## src/rtl/quick_spi_peripheral.sv

```systemverilog
// ---------------------------------------------------------------------------
// quick_spi_peripheral
//   SPI peripheral (target) that oversamples the SPI pins with the system
//   clock. The initiator's SCLK idles high. Data is captured and shifted on
//   SCLK rising edges, MSB first. A single-word tx buffer feeds the next
//   frame. Completed rx frames are offered on a valid/ready port.
//
// Ports
//   clk_i          system clock (>= 8x SCLK frequency)
//   rst_i          synchronous active-high reset
//   tx_valid_i     tx_data_i holds a word for a future frame
//   tx_ready_o     tx buffer empty
//   tx_data_i      word to shift out, MSB first
//   rx_valid_o     rx_data_o / rx_len_o hold a completed frame
//   rx_ready_i     consumer accepts the held frame
//   rx_data_o      received bits, last-received bit at bit 0
//   rx_len_o       SCLK rising edges in the frame, saturating
//   rx_overflow_o  pulse: completed frame dropped, previous still held
//   tx_underrun_o  pulse: frame started with nothing to send
//   sclk_i         SPI clock from initiator
//   cs_n_i         active-low chip select
//   sdata_i        data from initiator
//   sdata_o        data to initiator
//   sdata_oe_o     drive enable for sdata_o
//
// State          | meaning
// ---------------+------------------------------------------------------
// ST_IDLE        | no frame; waiting for a cs_n falling edge
// ST_ACTIVE      | frame in progress; shifting on SCLK rising edges
// ST_WAIT_CS_HIGH| after reset; waiting for cs_n high before decoding
// ---------------------------------------------------------------------------
module quick_spi_peripheral #(
    parameter int MAX_DATA_LENGTH = 16,
    parameter int SYNC_STAGES     = 2,
    localparam int LEN_W          = $clog2(MAX_DATA_LENGTH + 1)
) (
    input  logic                       clk_i,
    input  logic                       rst_i,
    input  logic                       tx_valid_i,
    output logic                       tx_ready_o,
    input  logic [MAX_DATA_LENGTH-1:0] tx_data_i,
    output logic                       rx_valid_o,
    input  logic                       rx_ready_i,
    output logic [MAX_DATA_LENGTH-1:0] rx_data_o,
    output logic [LEN_W-1:0]           rx_len_o,
    output logic                       rx_overflow_o,
    output logic                       tx_underrun_o,
    input  logic                       sclk_i,
    input  logic                       cs_n_i,
    input  logic                       sdata_i,
    output logic                       sdata_o,
    output logic                       sdata_oe_o
);

    typedef enum logic [1:0] {
        ST_IDLE         = 2'd0,
        ST_ACTIVE       = 2'd1,
        ST_WAIT_CS_HIGH = 2'd2
    } state_t;

    localparam logic [LEN_W-1:0] LEN_MAX = LEN_W'(MAX_DATA_LENGTH);
    // Cycles for a pin level present at reset release to reach the
    // synchronizer output; WAIT_CS_HIGH must not trust cs_n before then.
    localparam logic [1:0]       SETTLE  = 2'(SYNC_STAGES);

    state_t                     state;
    logic [1:0]                 settle_cnt;

    logic [SYNC_STAGES-1:0]     sclk_ff;
    logic [SYNC_STAGES-1:0]     cs_n_ff;
    logic [SYNC_STAGES-1:0]     sdata_ff;
    logic                       sclk_prev;
    logic                       cs_n_prev;

    logic                       sclk_s;
    logic                       cs_n_s;
    logic                       sdata_s;
    logic                       sclk_rise;
    logic                       cs_fall;
    logic                       cs_rise;

    logic [MAX_DATA_LENGTH-1:0] tx_buf;
    logic                       tx_full;
    logic [MAX_DATA_LENGTH-1:0] tx_sr;
    logic [MAX_DATA_LENGTH-1:0] rx_sr;
    logic [LEN_W-1:0]           rx_cnt;

    assign sclk_s    = sclk_ff[SYNC_STAGES-1];
    assign cs_n_s    = cs_n_ff[SYNC_STAGES-1];
    assign sdata_s   = sdata_ff[SYNC_STAGES-1];
    assign sclk_rise = !sclk_prev && sclk_s;
    assign cs_fall   = cs_n_prev && !cs_n_s;
    assign cs_rise   = !cs_n_prev && cs_n_s;

    assign tx_ready_o = !tx_full;

    always_ff @(posedge clk_i) begin
        if (rst_i) begin
            state         <= ST_WAIT_CS_HIGH;
            settle_cnt    <= SETTLE;
            sclk_ff       <= '1;
            cs_n_ff       <= '1;
            sdata_ff      <= '0;
            sclk_prev     <= 1'b1;
            cs_n_prev     <= 1'b1;
            tx_buf        <= '0;
            tx_full       <= 1'b0;
            tx_sr         <= '0;
            rx_sr         <= '0;
            rx_cnt        <= '0;
            rx_valid_o    <= 1'b0;
            rx_data_o     <= '0;
            rx_len_o      <= '0;
            rx_overflow_o <= 1'b0;
            tx_underrun_o <= 1'b0;
            sdata_o       <= 1'b0;
            sdata_oe_o    <= 1'b0;
        end else begin
            sclk_ff   <= {sclk_ff[SYNC_STAGES-2:0], sclk_i};
            cs_n_ff   <= {cs_n_ff[SYNC_STAGES-2:0], cs_n_i};
            sdata_ff  <= {sdata_ff[SYNC_STAGES-2:0], sdata_i};
            sclk_prev <= sclk_s;
            cs_n_prev <= cs_n_s;

            rx_overflow_o <= 1'b0;
            tx_underrun_o <= 1'b0;

            // Buffer fill; a frame start below may override tx_full.
            if (tx_valid_i && !tx_full) begin
                tx_buf  <= tx_data_i;
                tx_full <= 1'b1;
            end

            if (rx_valid_o && rx_ready_i) begin
                rx_valid_o <= 1'b0;
            end

            case (state)
                ST_WAIT_CS_HIGH: begin
                    if (settle_cnt != 2'd0) begin
                        settle_cnt <= settle_cnt - 2'd1;
                    end else if (cs_n_s) begin
                        state <= ST_IDLE;
                    end
                end

                ST_IDLE: begin
                    if (cs_fall) begin
                        state      <= ST_ACTIVE;
                        rx_cnt     <= '0;
                        rx_sr      <= '0;
                        sdata_oe_o <= 1'b1;
                        if (tx_full) begin
                            tx_sr   <= tx_buf;
                            tx_full <= 1'b0;
                            sdata_o <= tx_buf[MAX_DATA_LENGTH-1];
                        end else if (tx_valid_i) begin
                            // Word arriving on the start cycle goes straight
                            // to the shifter and never occupies the buffer.
                            tx_sr   <= tx_data_i;
                            tx_full <= 1'b0;
                            sdata_o <= tx_data_i[MAX_DATA_LENGTH-1];
                        end else begin
                            tx_sr         <= '0;
                            sdata_o       <= 1'b0;
                            tx_underrun_o <= 1'b1;
                        end
                    end
                end

                ST_ACTIVE: begin
                    if (cs_rise) begin
                        state      <= ST_IDLE;
                        sdata_o    <= 1'b0;
                        sdata_oe_o <= 1'b0;
                        if (rx_cnt != '0) begin
                            if (!rx_valid_o || rx_ready_i) begin
                                rx_data_o  <= rx_sr;
                                rx_len_o   <= rx_cnt;
                                rx_valid_o <= 1'b1;
                            end else begin
                                rx_overflow_o <= 1'b1;
                            end
                        end
                    end else if (sclk_rise) begin
                        rx_sr   <= {rx_sr[MAX_DATA_LENGTH-2:0], sdata_s};
                        tx_sr   <= {tx_sr[MAX_DATA_LENGTH-2:0], 1'b0};
                        sdata_o <= tx_sr[MAX_DATA_LENGTH-2];
                        if (rx_cnt != LEN_MAX) begin
                            rx_cnt <= rx_cnt + LEN_W'(1);
                        end
                    end
                end

                default: begin
                    state      <= ST_WAIT_CS_HIGH;
                    settle_cnt <= SETTLE;
                end
            endcase
        end
    end

endmodule

```

## config.mk

```make
export PLATFORM = sky130hd
export DESIGN_NAME = quick_spi_peripheral
export DESIGN_NICKNAME = d
export VERILOG_FILES = /design/src/rtl/quick_spi_peripheral.sv
export SDC_FILE = /design/constraint.sdc
export NUM_CORES = 1
export LEC_CHECK = 0
export BUFFER_PORTS_ARGS = -buffer_cell sky130_fd_sc_hd__buf_2
export CAP_MARGIN = 10
export CORE_AREA = 3 3 107 109
export DETAILED_ROUTE_END_ITERATION = 7
export DIE_AREA = 0 0 110 112
export PLACE_DENSITY = 0.57
export SLEW_MARGIN = 5
export SYNTH_ARGS = -nofsm -noshare
export SYNTH_HDL_FRONTEND = slang
export SYNTH_SLANG_ARGS = --single-unit
```

## constraint.sdc

```tcl
create_clock -name clk_i -period 5.25 [get_ports clk_i]
set_input_delay 0.7875 -clock clk_i [delete_from_list [all_inputs] [get_ports clk_i]]
set_output_delay 0.7875 -clock clk_i [all_outputs]
set_load 0.01 [all_outputs]
```

=== Yosys cells after proc, flatten, opt, wreduce, memory -nomap -nowiden ===
Index checks and enable logic that the tools add are counted.

* Output and inout port bits: 27
* Input port bits: 23
* Word-level logic and storage cells: 107
* Register bits after elaboration: 91

* Multiplexer cells: 43
* Reduce and logical (&&, ||, !) cells: 25
* Add/sub/neg operators: 2
* Equality and inequality tests: 12
* Bitwise gates (word level): 6

{| class="wikitable"
|+ Operator list
! cell !! number
|-
| $mux W15 || 5
|-
| $mux W16 || 3
|-
| $pmux W16 S2 || 1
|-
| $pmux W15 S2 || 1
|-
| $mux W5 || 4
|-
| $mux W1 || 19
|-
| $ne A2 B2 Y1 const B || 8
|-
| $reduce_and A4 Y1 || 3
|-
| $mux W2 || 5
|-
| $pmux W5 S2 || 1
|-
| $reduce_or A4 Y1 || 2
|-
| $not A1 Y1 || 6
|-
| $pmux W2 S3 || 1
|-
| $reduce_and A3 Y1 || 2
|-
| $add A5 B1 Y5 const B || 1
|-
| $logic_and A1 B1 Y1 || 5
|-
| $logic_not A1 Y1 || 5
|-
| $ne A5 B5 Y1 const B || 1
|-
| $reduce_and A5 Y1 || 1
|-
| $reduce_bool A5 Y1 || 1
|-
| $pmux W1 S2 || 2
|-
| $pmux W2 S2 || 1
|-
| $reduce_bool A2 Y1 || 2
|-
| $ne A3 B3 Y1 const B || 1
|-
| 7 further kinds || 7
|}

=== Longest topological paths before layout ===
Gate-level depths: netlist of run 1.

* Depth in word-level cells: 7
* Mapped depth: 7

=== Worst setup path before layout of run 1 ===
OpenSTA, ideal clock, no wires.

* Path kind: input to register
* Start point: input tx_valid_i
* End point: register tx_sr[14]
* Path slack: 3.442 ns
* Arrival: 1.737 ns
* Stages on the path: 6
* Data required time: 5.180 ns
* Setup time: 0.070 ns
* Cell sequence: nor2b_1 -> clkbuf_1 -> buf_2 -> nand2_1 -> a211o_1 -> a21oi_1

* Cells in the longest elaborated chain, start to end: 4

{| class="wikitable"
|+ Ends and longest elaborated chain
! what !! RTL line !! RTL
|-
| start, declared || 39 || <nowiki>input logic tx_valid_i,</nowiki>
|-
| $mux W15 || 157 || <nowiki>end else if (tx_valid_i) begin</nowiki>
|-
| $mux W15 || 153 || <nowiki>if (tx_full) begin</nowiki>
|-
| $mux W15 || 148 || <nowiki>if (cs_fall) begin</nowiki>
|-
| $pmux W15 S2 || 138 || <nowiki>case (state)</nowiki>
|-
| end signal, assigned || 154 || <nowiki>tx_sr <= tx_buf;</nowiki>
|-
| end signal, assigned || 160 || <nowiki>tx_sr <= tx_data_i;</nowiki>
|-
| end signal, assigned || 187 || <nowiki>tx_sr <= {tx_sr[MAX_DATA_LENGTH-2:0], 1'b0};</nowiki>
|-
| end, declared || 84 || <nowiki>logic [MAX_DATA_LENGTH-1:0] tx_sr;</nowiki>
|}

Every way passes these cells. The select of a mux whose other input is x is not followed.
A chain may end at the register's enable or synchronous reset.

=== Worst setup path after layout of run 1 ===
* Start point: register state[0]
* End point: register rx_data_o[0]

* Cells in the longest elaborated chain, start to end: 2

{| class="wikitable"
|+ Ends and longest elaborated chain
! what !! RTL line !! RTL
|-
| start, declared || 66 || <nowiki>state_t state;</nowiki>
|-
| start signal, assigned || 99 || <nowiki>state <= ST_WAIT_CS_HIGH;</nowiki>
|-
| start signal, assigned || 143 || <nowiki>state <= ST_IDLE;</nowiki>
|-
| start signal, assigned || 149 || <nowiki>state <= ST_ACTIVE;</nowiki>
|-
| $eq A2 B1 Y1 || 138 ||
|-
| $reduce_and A4 Y1 (no line) || - ||
|-
| end signal, assigned || 178 || <nowiki>rx_data_o <= rx_sr;</nowiki>
|-
| end, declared || 44 || <nowiki>output logic [MAX_DATA_LENGTH-1:0] rx_data_o,</nowiki>
|}

Every way passes these cells.

==> results of run 1 <==
==> cell type report <==
class	count	area (um^2)	area share (%)
Clock buffer	11	151.4	3.635
Multi-Input combinational cell	293	1649	39.59
Timing Repair Buffer	51	260.3	6.248
Tap cell	140	175.2	4.205
Clock inverter	5	85.08	2.043
Inverter	6	22.52	0.5407
Sequential cell	91	1822	43.74
==> cells in the mapped netlist <==
cell        n  area share (%)
dfxtp_1    91              50
a21oi_1    68             9.3
nand2_1    68             7.0
nor2_1     42             4.3
nand3_1    22             3.0
mux2i_1    21             5.8
a211o_1    15             3.6
clkbuf_1   15             1.5
buf_2       8             1.1
nor2b_1     8             1.4
inv_1       6            0.62
nand2b_1    6             1.0
or2_2       6             1.0
buf_6       4             1.2
o21ai_0     4            0.55
ha_1        3             1.0
nor3_1      3            0.41
a31oi_1     2            0.34
buf_4       2            0.41
nand4_1     2            0.34
nor4_1      2            0.34
a211oi_1    1            0.21
a21o_1      1            0.21
a22o_1      1            0.24
a2bb2oi_1   1            0.24
a311oi_1    1            0.24
a31o_2      1            0.24
a31oi_2     1            0.34
a32oi_1     1            0.24
and2_1      1            0.17
and3_1      1            0.17
and3b_1     1            0.24
buf_1       1            0.10
nand3b_1    1            0.21
nand4_2     1            0.34
nor2b_4     1            0.38
nor3_2      1            0.27
nor4b_1     1            0.24
nor4b_4     1            0.65
o21bai_1    1            0.21
o22ai_1     1            0.17
o31ai_1     1            0.21
or4b_1      1            0.27
==> through the flow <==
step | total power [mW] | instance area [um^2]
floorplan | 0.8283 | 3645
global placement | 0.8532 | 3929
detailed placement | 0.8567 | 3929
CTS | 1.400 | 4165
global route | 1.445 | 4165
finish | 1.383 | 4165
==> registers in the layout, summed over array words and instances, names as in the netlist, 2 cells and up <==
register and count:
cs_n_ff 2, tx_buf 16, rx_sr 16, rx_cnt 5, tx_sr 15, rx_data_o 16
sdata_ff 2, settle_cnt 2, sclk_ff 2, rx_len_o 5, state 2
==> kinds of logic (layout without fill, tap and decap cells) <==
kind of cell	Yosys count	in the layout
muxes	21	21
AOI/OAI and AO/OA	100	100
DFF	91	91
adders and majority gates	3	3
buffers and inverters	36	73
and+or+nand+nor	169	169
==> worst max path at each step <==
stage / cells past startpoint / start / to
after floorplan: 6 / tx_valid_i / tx_sr[14]
after global placement: 4 / state[0] / rx_data_o[14]
after detailed placement: 4 / state[0] / rx_data_o[0]
after CTS: 4 / state[0] / rx_data_o[0]
after global routing: 4 / state[0] / rx_data_o[15]
final: 4 / state[0] / rx_data_o[0]
==> report_power, final <==
part           internal, mW  switching [mW]
Clock                 0.296           0.247
Sequential            0.712          0.0235
Combinational        0.0440          0.0605
Total                  1.05           0.331
==> critical path, cell delays in order (launching register included) <==
cell and delay (ns):
dfxtp_1 0.51, nor2b_4 0.88, nand4_2 0.99, mux2i_1 0.41, nor2_1 0.07
==> per-layer routing <==
metal	track usage [%]	vias up
met4	3.491	0
met5	0	-
li1	-	1501
met1	17.25	1351
met2	21.08	53
met3	3.884	9
==> impl_metrics.json, run 1 <==
{
  "dp_slack_ns": 2.249,
  "grt.total_usage_pct": 13.17,
  "finalNonFillerCells": 597,
  "post_synth_mux_area_share_pct": 5.767,
  "top_layer": "met4",
  "final_replace_weighted_congestion": 0.7494,
  "synth-simple-area-share_pct": 21.83,
  "synthCells": 420,
  "global_route.overflow_total": 0,
  "worst_ep_required_time_ns": 5.49,
  "dp.cells": 581,
  "timing.hold.worst.class": "reg2reg",
  "reg2reg_depth": 4,
  "status": "finished, final reports clean",
  "post_synthesis_share_of_cell_area_spent_on_full_adders_half_adders_and_majority_gates_pct": 1.030,
  "timing_hold_violations_final": 0,
  "cts_made_buffers": 9,
  "finalSetupTns_ns": 0,
  "clock_tree.root_cell": "clkbuf_8",
  "post_drt_wl_per_cell_um": 13.03,
  "final_layout_size_suffix_gt1_share_pct": 17.29,
  "timing.hold.ws_ns": 0.4134,
  "htree_num_levels": 3,
  "post_synth_xor_area_fraction_pct": 0,
  "slew_viol_final": 0,
  "rrSetupSlack_ns": 2.27,
  "post-cts-setup-buffers": 0,
  "top_level_ports": 50,
  "rsz0062_at_grt": "false",
  "syn-cell-area_mm2": 0.003645,
  "post_cts.resized_instances": 0,
  "leakagePower_nw": 1.745,
  "clock_skew_ns": 0.01221,
  "synth_nets": 446,
  "fin_ws_ns": 2.273,
  "slew_headroom_pct": 22.04,
  "synth_cell_types": 43,
  "grt_first_pass_wirelength_um": 13140,
  "synth_warnings": 0,
  "fmax_mhz": 335.9,
  "max_slew.worst_pin.slew_ns": 1.167,
  "worst_setup_path_start_kind": "register",
  "min_to": "cs_n_ff[1]",
  "arrival_ns": 3.22,
  "number_of_global_route_vias_before_repair": 2803,
  "core_area_mm2": 0.01070,
  "critical_path_class": "reg2reg",
  "met2_length_um": 3606,
  "viasPerCell": 4.881,
  "postRouteAntennaNets": 0,
  "drc": 0,
  "worstSetupEndpointType": "register",
  "cts.sinks": 91,
  "floorplan.initialDensity_pct": 34.07,
  "met3WireLength_um": 350,
  "floorplan.die_area_mm2": 0.01232,
  "design.final.nets": 478,
  "synthToLayoutAreaGrowth_pct": 14.28,
  "clkTransAtPathRegs_ns": 0.09,
  "main_combinational_cell_family_by_area_after_synthesis": "simple AND/OR/NAND/NOR gates",
  "most_common_library_cell_in_the_layout_ignoring_fill_and_taps": "dfxtp_1",
  "drtPass1Iterations": 4,
  "vias": 2914,
  "max_root_sink_buffers": 2,
  "postCtsHoldBufs": 0,
  "final_period_demand_of_the_worst_path_ns": 2.977,
  "tritoncts": "built",
  "floorplan.die.width_um": 110,
  "timing.hold.worst_path_depth": 1,
  "yosys_register_bits": 91,
  "power_density_mw_per_mm2": 332.1,
  "detailed_place_hpwl_um": 4939,
  "die_y_um": 112,
  "mostFrequentLayoutCells": "91 x dfxtp_1, 68 x nand2_1, 68 x a21oi_1",
  "hold_path_startpoint": "cs_n_ff[0]",
  "rr_endpoint": "rx_data_o[0]",
  "timing.rr.start": "state[0]",
  "final_core_utilization_pct": 38.94,
  "drt_wl_total_um": 7779,
  "final.period_utilization_pct": 56.71,
  "drt-initial-drc-count": 147,
  "critical_path.max_fanout": 40,
  "cap_viol_max_count": 0,
  "synth_compound_area_share_pct": 16.37,
  "fp-row-count": 38,
  "diodes_inserted": 0,
  "worst_ir_drop_vdd_uv": 162.3,
  "syn_area_per_cell_um2": 8.678,
  "drt-met1-wl_um": 3718,
  "clock_latency_at_the_later_pin_of_the_worst_skew_pair_ns": 0.36,
  "final.fill_count": 1102,
  "grt_antenna_before_repair": 0,
  "synth.yosys.seq_area_share_pct": 49.98,
  "numPortBuffers": 49,
  "pin_count_of_the_biggest_net_entering_global_routing": 56,
  "finalSetupViolCount": 0
}
(Power assumes the default switching activity.)
==> run 2, diff against run 1 <==
Clock period 5.25 ns to 3.1 ns, I/O delays scaled along.
==> impl_metrics.json, run 2 (synthesized netlist as in run 1, its figures left out) <==
{
  "status": "finished, final reports clean",
  "drt_wl_total_um": 7775,
  "fin_ws_ns": 0.7364,
  "power.net_switching_mw": 0.5450,
  "final.period_utilization_pct": 76.25,
  "top_level_ports": 50,
  "leakagePower_nw": 1.757,
  "dp.cells": 584,
  "floorplan.initialDensity_pct": 34.07,
  "tritoncts": "built",
  "final_period_demand_of_the_worst_path_ns": 2.364,
  "pin_count_of_the_biggest_net_entering_global_routing": 47,
  "mostFrequentLayoutCells": "91 x dfxtp_1, 68 x nand2_1, 68 x a21oi_1",
  "worst_setup_path_start_kind": "register",
  "postCtsHoldBufs": 0,
  "viasPerCell": 4.955,
  "drt-initial-drc-count": 141,
  "post_drt_wl_per_cell_um": 12.98,
  "final_layout_size_suffix_gt1_share_pct": 17.65,
  "clkTransAtPathRegs_ns": 0.08,
  "layout_top_registers": "rx_data_o (16), rx_sr (16), tx_buf (16)",
  "drt-met1-wl_um": 3641,
  "diodes_inserted": 0,
  "core_area_mm2": 0.01070,
  "final_replace_weighted_congestion": 0.7858,
  "clock_tree.root_cell": "clkbuf_8",
  "cell_by_cell_trace_of_the_critical_path": "nor2b_4, buf_4, nand4_2, mux2i_1, nor2_1",
  "cts.sinks": 91,
  "max_root_sink_buffers": 2,
  "top_layer": "met4",
  "worst_ep_required_time_ns": 3.34,
  "finalSetupViolCount": 0,
  "arrival_ns": 2.60,
  "slew_viol_final": 0,
  "cts_made_buffers": 9,
  "max_slew.worst_pin.slew_ns": 1.072,
  "cap_viol_max_count": 0,
  "design_power_total_mw": 2.360,
  "pwr-share-comb_pct": 7.4,
  "timing_hold_violations_final": 0,
  "critical_path.max_fanout": 22,
  "sw_frac_of_total_pct": 23.09,
  "floorplan.die.width_um": 110,
  "fp-row-count": 38,
  "layout.cell_area.non_filler_mm2": 0.004189,
  "sequentialPowerShare_pct": 52.8,
  "most_common_library_cell_in_the_layout_ignoring_fill_and_taps": "dfxtp_1",
  "dp_slack_ns": 0.7267,
  "numPortBuffers": 49,
  "dpl_cell_area_mm2": 0.003951,
  "finalSetupTns_ns": 0,
  "htree_num_levels": 3,
  "floorplan.die_area_mm2": 0.01232,
  "finalNonFillerCells": 599,
  "timing.hold.worst.class": "in2reg",
  "number_of_global_route_vias_before_repair": 2776,
  "final.fill_count": 1102,
  "worstSetupEndpointType": "register",
  "detailed_place_hpwl_um": 5101,
  "timing.critical_path.max_delay_family": "simple AND/OR/NAND/NOR gates",
  "clock_latency_at_the_later_pin_of_the_worst_skew_pair_ns": 0.36,
  "post_cts.resized_instances": 0,
  "critical_path_class": "reg2reg",
  "global_route.overflow_total": 0,
  "cp_num_buf_inv": 1,
  "die_y_um": 112,
  "design.final.nets": 481,
  "drtPass1Iterations": 5,
  "met3WireLength_um": 374,
  "final_core_utilization_pct": 39.16,
  "power.clock.fraction_pct": 39.8,
  "drc": 0,
  "vias": 2968,
  "slew_headroom_pct": 28.38,
  "synthToLayoutAreaGrowth_pct": 14.93,
  "rsz0062_at_grt": "false",
  "timing.hold.ws_ns": 0.2973,
  "grt.total_usage_pct": 13.25,
  "worst_ir_drop_vdd_uv": 232.1,
  "grt_antenna_before_repair": 0,
  "met2_length_um": 3604,
  "grt_first_pass_wirelength_um": 13080,
  "crit_path_top_delay_cell": "nand4_2",
  "post-cts-setup-buffers": 0,
  "internal_power_mw": 1.815,
  "postRouteAntennaNets": 0,
  "clock_skew_ns": 0.01010,
  "power_density_mw_per_mm2": 563.4,
  "crit_path_max_incr_delay_ns": 0.76,
  "fmax_mhz": 423.1
}
## run 2: cell types whose count changed in the layout (fill, tap and decap cells not counted), sizes merged
cell / delta
bufinv: +1
inv: +1
buf: +3
clkbuf: -2
clkinvlp: +1
clkinv: -2
## run 2: worst reg2reg max path, cell delays in order (launching register included)
cell	delay (ns)
dfxtp_1	0.53
nor2b_4	0.22
buf_4	0.26
nand4_2	0.77
mux2i_1	0.43
nor2_1	0.06
## run 2: final cells by class
| cell class | count | area [um^2] | share of cell area [%] |
|---|---|---|---|
| inverters | 6 | 22.52 | 0.5376 |
| well taps | 140 | 175.2 | 4.182 |
| flip-flops and latches | 91 | 1822 | 43.49 |
| clock buffers | 9 | 123.9 | 2.957 |
| multi-input cells | 293 | 1649 | 39.37 |
| repair buffers | 54 | 282.8 | 6.750 |
| clock inverters | 6 | 113.9 | 2.718 |
## run 2: power groups by stage
| stage | Sequential (mW) | Clock [mW] | Combinational [mW] |
|---|---|---|---|
| after floorplan | 1.25 | 0 | 0.149 |
| after global placement | 1.27 | 0 | 0.172 |
| after detailed placement | 1.27 | 0 | 0.177 |
| after CTS | 1.25 | 0.969 | 0.177 |
| after global routing | 1.25 | 1.02 | 0.201 |
| final | 1.25 | 0.939 | 0.175 |
## run 2: worst paths after layout
check / start / endpoint / slack (ns) / cells after the start
max: state[0] / rx_data_o[0] / 0.74 / 5
min: cs_n_i / cs_n_ff[0] / 0.30 / 2
max reg2reg: state[0] / rx_data_o[0] / 0.74 / 5
min reg2reg: cs_n_ff[0] / cs_n_ff[1] / 0.42 / 1
## run 2: per-layer routing
metal | track usage (%) | up-vias
met5 | 0 | -
met4 | 5.569 | 0
met1 | 17.22 | 1378
met3 | 3.362 | 12
li1 | - | 1503
met2 | 20.71 | 75
